==> config.mk <==
export PLATFORM = sky130hd
export DESIGN_NAME = serial_sub
export DESIGN_NICKNAME = d
export VERILOG_FILES = /design/src/rtl/serial_sub.sv
export SDC_FILE = /design/constraint.sdc
export NUM_CORES = 1
export LEC_CHECK = 0
export ABC_AREA = 1
export BUFFER_PORTS_ARGS = -buffer_cell sky130_fd_sc_hd__buf_2
export CAP_MARGIN = 0
export CORE_MARGIN = 5
export CORE_UTILIZATION = 53
export CTS_CLUSTER_DIAMETER = 60
export DETAILED_ROUTE_END_ITERATION = 16
export GPL_ROUTABILITY_DRIVEN = 0
export PLACE_DENSITY_LB_ADDON = 0.05
export REMOVE_ABC_BUFFERS = 1
export SLEW_MARGIN = 10
export SYNTH_ARGS = -nofsm -noshare
export SYNTH_HDL_FRONTEND = slang
export SYNTH_SLANG_ARGS = --single-unit
==> constraint.sdc <==
create_clock -name clk -period 1.5 [get_ports clk]
set_clock_uncertainty 0.15 [all_clocks]
set_input_delay 0.075 -clock clk [delete_from_list [all_inputs] [get_ports clk]]
set_output_delay 0.075 -clock clk [all_outputs]
set_load 0.01 [all_outputs]
==> src/rtl/serial_sub.sv <==
`default_nettype none
// ============================================================================
// Module      : serial_sub
// Description : Bit-serial unsigned subtractor computing a - b - bin, one bit
//               per clock LSB first through a single full subtractor. Result
//               and borrow-out are presented with a one-cycle done pulse.
//               Optional macro SERIAL_SUB_OVF_EN adds a signed-overflow output.
// Revision    : 1.0 - initial release
// ============================================================================
module serial_sub #(
    parameter int WIDTH = 4
) (
    input  logic             clk,
    input  logic             rst_n,
    input  logic             start,
    input  logic [WIDTH-1:0] a,
    input  logic [WIDTH-1:0] b,
    input  logic             bin,
    output logic             busy,
    output logic             done,
    output logic [WIDTH-1:0] diff,
    output logic             bout
`ifdef SERIAL_SUB_OVF_EN
    ,
    output logic             ovf
`endif
);

    localparam int             CW     = $clog2(WIDTH + 1);
    localparam logic [CW-1:0]  c_last = CW'(WIDTH - 1);

    typedef enum logic [1:0] {
        S_IDLE  = 2'd0,
        S_SHIFT = 2'd1,
        S_DONE  = 2'd2
    } state_t;

    state_t           r_state;
    state_t           w_next;
    logic             w_load;
    logic             w_shift;
    logic             w_finish;

    logic [WIDTH-1:0] r_a;
    logic [WIDTH-1:0] r_b;
    logic [WIDTH-1:0] r_res;
    logic [CW-1:0]    r_cnt;
    logic             r_br;
    logic             w_d;
    logic             w_br_next;

`ifdef SERIAL_SUB_OVF_EN
    // Operand sign bits are shifted out during SHIFT, so keep a copy.
    logic             r_sa;
    logic             r_sb;
`endif

    // Full subtractor on the current LSBs and the running borrow.
    assign w_d       = r_a[0] ^ r_b[0] ^ r_br;
    assign w_br_next = (~r_a[0] & r_b[0]) | (~(r_a[0] ^ r_b[0]) & r_br);

    assign busy = (r_state == S_SHIFT);

    // State register.
    always_ff @(posedge clk or negedge rst_n) begin
        if (!rst_n) begin
            r_state <= S_IDLE;
        end else begin
            r_state <= w_next;
        end
    end

    // Next-state decode and per-state datapath strobes.
    always_comb begin
        w_next   = r_state;
        w_load   = 1'b0;
        w_shift  = 1'b0;
        w_finish = 1'b0;
        case (r_state)
            S_IDLE: begin
                if (start) begin
                    w_load = 1'b1;
                    w_next = S_SHIFT;
                end
            end
            S_SHIFT: begin
                w_shift = 1'b1;
                if (r_cnt == c_last) begin
                    w_next = S_DONE;
                end
            end
            S_DONE: begin
                w_finish = 1'b1;
                w_next   = S_IDLE;
            end
            default: begin
                w_next = S_IDLE;
            end
        endcase
    end

    // Operand capture, serial shifting, and result publication on DONE.
    always_ff @(posedge clk or negedge rst_n) begin
        if (!rst_n) begin
            r_a   <= '0;
            r_b   <= '0;
            r_res <= '0;
            r_cnt <= '0;
            r_br  <= 1'b0;
            done  <= 1'b0;
            diff  <= '0;
            bout  <= 1'b0;
`ifdef SERIAL_SUB_OVF_EN
            r_sa  <= 1'b0;
            r_sb  <= 1'b0;
            ovf   <= 1'b0;
`endif
        end else begin
            done <= w_finish;
            if (w_load) begin
                r_a   <= a;
                r_b   <= b;
                r_br  <= bin;
                r_cnt <= '0;
`ifdef SERIAL_SUB_OVF_EN
                r_sa  <= a[WIDTH-1];
                r_sb  <= b[WIDTH-1];
`endif
            end
            if (w_shift) begin
                r_res <= {w_d, r_res[WIDTH-1:1]};
                r_a   <= r_a >> 1;
                r_b   <= r_b >> 1;
                r_br  <= w_br_next;
                r_cnt <= r_cnt + CW'(1);
            end
            if (w_finish) begin
                diff <= r_res;
                bout <= r_br;
`ifdef SERIAL_SUB_OVF_EN
                // Signed overflow: operand signs differ and result sign
                // disagrees with the minuend.
                ovf  <= (r_sa ^ r_sb) & (r_res[WIDTH-1] ^ r_sa);
`endif
            end
        end
    end

endmodule
`default_nettype wire

Word-level counts from Yosys, hierarchy flattened
Cells that the tools add are included.
Word-level totals
  register bits: 24
  input bits: 12
  output and inout bits: 7
  word-level logic and storage cells: 40
Operators by class
  $add $sub $neg: 1
  eq/ne operators: 5
  muxes and demuxes: 15
  bitwise gates (word level): 7
  reduce and logical (&&, ||, !) cells: 3
Operators by type and width (number)
  $mux 4: 4
  $mux 1: 6
  $mux 3: 2
  $mux 2: 2
  $pmux 2 s2: 1
  $add 3x1->3 const B: 1
  $eq 3x2->1 const B: 1
  $and 1x1->1: 2
  $eq 2x1->1 const B: 1
  $eq 2x2->1 const B: 1
  $logic_not 2->1: 1
  $ne 2x1->1 const B: 1
  $ne 2x2->1 const B: 1
  $not 1->1: 2
  $reduce_and 2->1: 1
  $reduce_bool 2->1: 1
  $xor 1x1->1: 2
  $or 1x1->1: 1

Longest topological paths before layout
  depth after elaboration: 5
  mapped depth: 7
  gate-level depth less buffers: 7

Worst setup path after synthesis
No wires, ideal clock.
  path type: reg-to-reg
  from: reg r_a[0]
  to: reg r_br
  setup time: 0.065 ns
  data arrival time: 1.046 ns
  required time: 1.285 ns
  path slack: 0.239 ns
  cell stages (with the launch flop): 7
  path buffers: 0
  period minus slack after synthesis: 1.261 ns
  path through: dfrtp_1 -> fa_1 -> inv_1 -> nand3_1 -> nand2_1 -> nand2_1 -> nand2_1
On the way
  cells in the longest elaborated chain, start to end: 5
  elaborated cells on any way between the ends: 7
  classes of those cells: mux (1); bitwise (6)
Ends and longest elaborated chain
  start, declared: RTL line 44  | logic [WIDTH-1:0] r_a;
  start signal, assigned: RTL line 132  | r_a <= r_a >> 1;
  $xor 1x1->1: RTL line 60  | assign w_br_next = (~r_a[0] & r_b[0]) | (~(r_a[0] ^ r_b[0]) & r_br);
  $not 1->1: RTL line 60
  $and 1x1->1: RTL line 60
  $or 1x1->1 *: RTL line 60
  $mux 1 *: RTL line 130  | if (w_shift) begin
  end signal, assigned: RTL line 123  | r_br <= bin;
  end signal, assigned: RTL line 134  | r_br <= w_br_next;
  end, declared: RTL line 48  | logic r_br;
Every way passes the cells marked *; elsewhere a longest branch is shown, timed or not.
A chain may end at the register's enable or synchronous reset.

Worst setup path after layout
  from: reg r_state[1]
  to: out busy
On the way
  cells in the longest elaborated chain, start to end: 1
Ends and longest elaborated chain
  start, declared: RTL line 38  | state_t r_state;
  start signal, assigned: RTL line 69  | r_state <= w_next;
  $eq 2x1->1: RTL line 62  | assign busy = (r_state == S_SHIFT);
  end, declared: RTL line 19  | output logic busy,
Every way passes these cells.

==> results.md <==
- Post-DP HPWL: between 1 and 1.5 mm
- Area contributors post-synth: dfrtp_1 54%, nand2_1 18%, o21ai_2 5.5%
- Switching Share: 0.3987
- Critical path arrival: 1.16 ns
- Worst-path clk slew: about 0.12 ns
- Fin Hold WS: between 0.1 and 0.15 ns
- Core ar.: 0.001982 mm^2
- GRT Total Usage: 0.1445
- Grt total ovfl: 0
- Final wirelength: just under 2 mm
- Crit path max fanout: 18
- CTS tree: yes
- Fillers: between 150 and 200
- Die ar.: approximately 0.0031 mm^2
- Root buffer cell: clkbuf_4
- Syn. warnings: 0
- Rel. slew slack: 0.6469
- Initial Util: 0.5581
- Die Wd: 55.68 um
- Internal power: around 0.0015 W
- CP max-delay cell: dfrtp_1
- Vias in the first global route: 835
- Final net count: 174
- Setup CP Type: register to output pin
- Vias: around 850
- Commonest cells after routing, fill and taps aside: 52 x nand2_1, 23 x dfrtp_1, 18 x buf_2, 13 x inv_1, 11 x dlygate4sd3_1
- CP Launch Type: register
- Worst IR Drop VDD: about 1000 uV
- Post-route ant nets: 0
- Port bufs: 18
- Largest stage delay on the critical path: around 0.43 ns
- Layout cells sized above 1: 0.2595
- Area Growth Syn to Fin: 25.91%
- Core Util, Final: 0.7027
- Post-Syn Instances: approximately 120
- Final setup fails: 0
- Mapped cell area: approximately 0.0011 mm^2
- Pin count of the biggest net entering global routing: 25
- Library cells used by synthesis: 14
- Sw Pwr: between 0.001 and 0.0015 W
- # DRC: 0
- CTS max path bufs: 2
- Top cell type by total area after synthesis: dfrtp_1
- Syn avg cell area: 8.992 um^2
- Vias per std cell: roughly 4.6
- Flop pwr share: 0.420
- Final Hold Violating Endpoints: 0
- Final worst path period share: 0.9227
- Least-Margin Pin Slew: between 0.5 and 0.6 ns
- Critical Path End Type: output pin
- CP cell instances: inv_4, nand2_8, inv_2, buf_2
- Max cap viols: 0
- Tmin final: ~1.4 ns
- First-pass GRT wire length: 3.608 mm
- Top-area cell type share of the netlist area: 0.5430
- Fin. max-slew vios: 0
- Status: finished, final reports clean
- Commonest non-fill, non-tap cell in the layout: nand2_1
- Critical Path RT: around 1.3 ns
- CTS Sinks: 24
- P_leak: 0.7612 nW
- Combinational Power Share: 0.451
- Clock power frac: 0.129
- Die height: between 50 and 60 um
- Num rows: 16
- IO Count: 19
- H-tree Lvls: 1
- Setup TNS: 0 ns
- Sequential fraction of the synthesis area: 0.5430
- Initial antenna violation count: 0
- #FFs+latches synth: 24
- Clk_lat worst skew: approximately 0.30 ns
- WL per Instance: around 11 um
- Power per cell area: around 1800 mW/mm^2
- Num CTS Buffers: 3
- RSZ-0062 raised after global routing: no
- DRT Pass-1 Iters: 4
- Worst Hold Class: input pin to asynchronous set/reset pin
- Fmax: 0.7225 GHz
- DR iter-0 viols: 25
- N_diodes: 0
==> final timing paths <==
path / depth (start not counted) / start / slack (ns) / to
max in group asynchronous: 2 / rst_n / 0.71 / r_state[0]
setup / recovery: 4 / r_state[1] / 0.12 / busy
min in group clk: 2 / diff[0] / 0.34 / diff[0]
hold / removal: 2 / rst_n / 0.11 / r_b[3]
hold reg to reg: 2 / diff[0] / 0.34 / diff[0]
setup reg to reg: 5 / r_state[0] / 0.13 / r_br
==> power groups by stage <==
stage / sequential, W / clock [W] / combinational (W)
after global routing: 0.00111 / 0.000369 / 0.00134
final: 0.00108 / 0.000330 / 0.00115
after detailed placement: 0.00108 / 0 / 0.00107
after CTS: 0.00108 / 0.000345 / 0.00113
after global placement: 0.00107 / 0 / 0.00105
after floorplan: 0.00110 / 0 / 0.000734
==> per-stage QoR <==
stage               setup slack (ns)  power (W)  instances  cell area, um^2
floorplan                     0.1615   0.001834        120             1072
global placement              0.1996   0.002123        167             1211
detailed placement            0.1788   0.002158        167             1211
CTS                          0.04082   0.002562        183             1378
global route                 0.03983   0.002821        185             1393
finish                        0.1160   0.002560        185             1393
==> cells in the mapped netlist, drive strengths merged <==
| master | instances |
|---|---|
| nand3 | 8 |
| nand2 | 55 |
| nor2 | 1 |
| ha | 2 |
| fa | 1 |
| o21ai | 14 |
| buf | 3 |
| inv | 15 |
| dfrtp | 24 |
==> area by class of cell <==
type	instances	area [um^2]	share of cell area
Clock buffer	4	36.28	0.02606
Inverter	15	58.81	0.04223
Multi-Input combinational cell	81	424.2	0.3046
Sequential cell	24	601.8	0.4322
Tap cell	27	33.78	0.02426
Timing Repair Buffer	34	237.7	0.1707
==> what timing repair did <==
item,in CTS,in global routing
buffers inserted,1,2
hold buffers,11,0
resized for setup,3,1
endpoints found under the setup margin,1,1
gates cloned,0,0
pin swaps,0,0
hold endpoints to repair,34,0
==> critical path, delay by kind of cell (launching register included) <==
kind                   cells  cell delay, ns
buffers and inverters      3            0.31
DFF                        1            0.43
and+or+nand+nor            1            0.11
==> kinds of logic (layout without fill, tap and decap cells) <==
family | after synthesis | after routing | synth area share
AOI/OAI and AO/OA | 14 | 14 | 0.09729
DFF | 24 | 24 | 0.5430
buffers and inverters | 18 | 53 | 0.08144
and+or+nand+nor | 64 | 64 | 0.2376
adders and majority gates | 3 | 3 | 0.04072
==> per-layer routing <==
| layer | global-route usage | share of wire | vias up | wire length [um] |
|---|---|---|---|---|
| met5 | 0 | 0 | - | 0 |
| met4 | 0.06250 | 0.0051 | 0 | 10 |
| met3 | 0.02552 | 0.047 | 2 | 92 |
| met2 | 0.2382 | 0.47 | 15 | 913 |
| met1 | 0.1848 | 0.48 | 383 | 929 |
| li1 | - | - | 447 | - |
==> sequential cells by signal (all words and copies together), names as in the netlist <==
name,count
diff,4
r_a,4
r_b,4
r_res,4
r_cnt,3
r_state,2
bout,1
done,1
r_br,1
(Power assumes the default switching activity.)
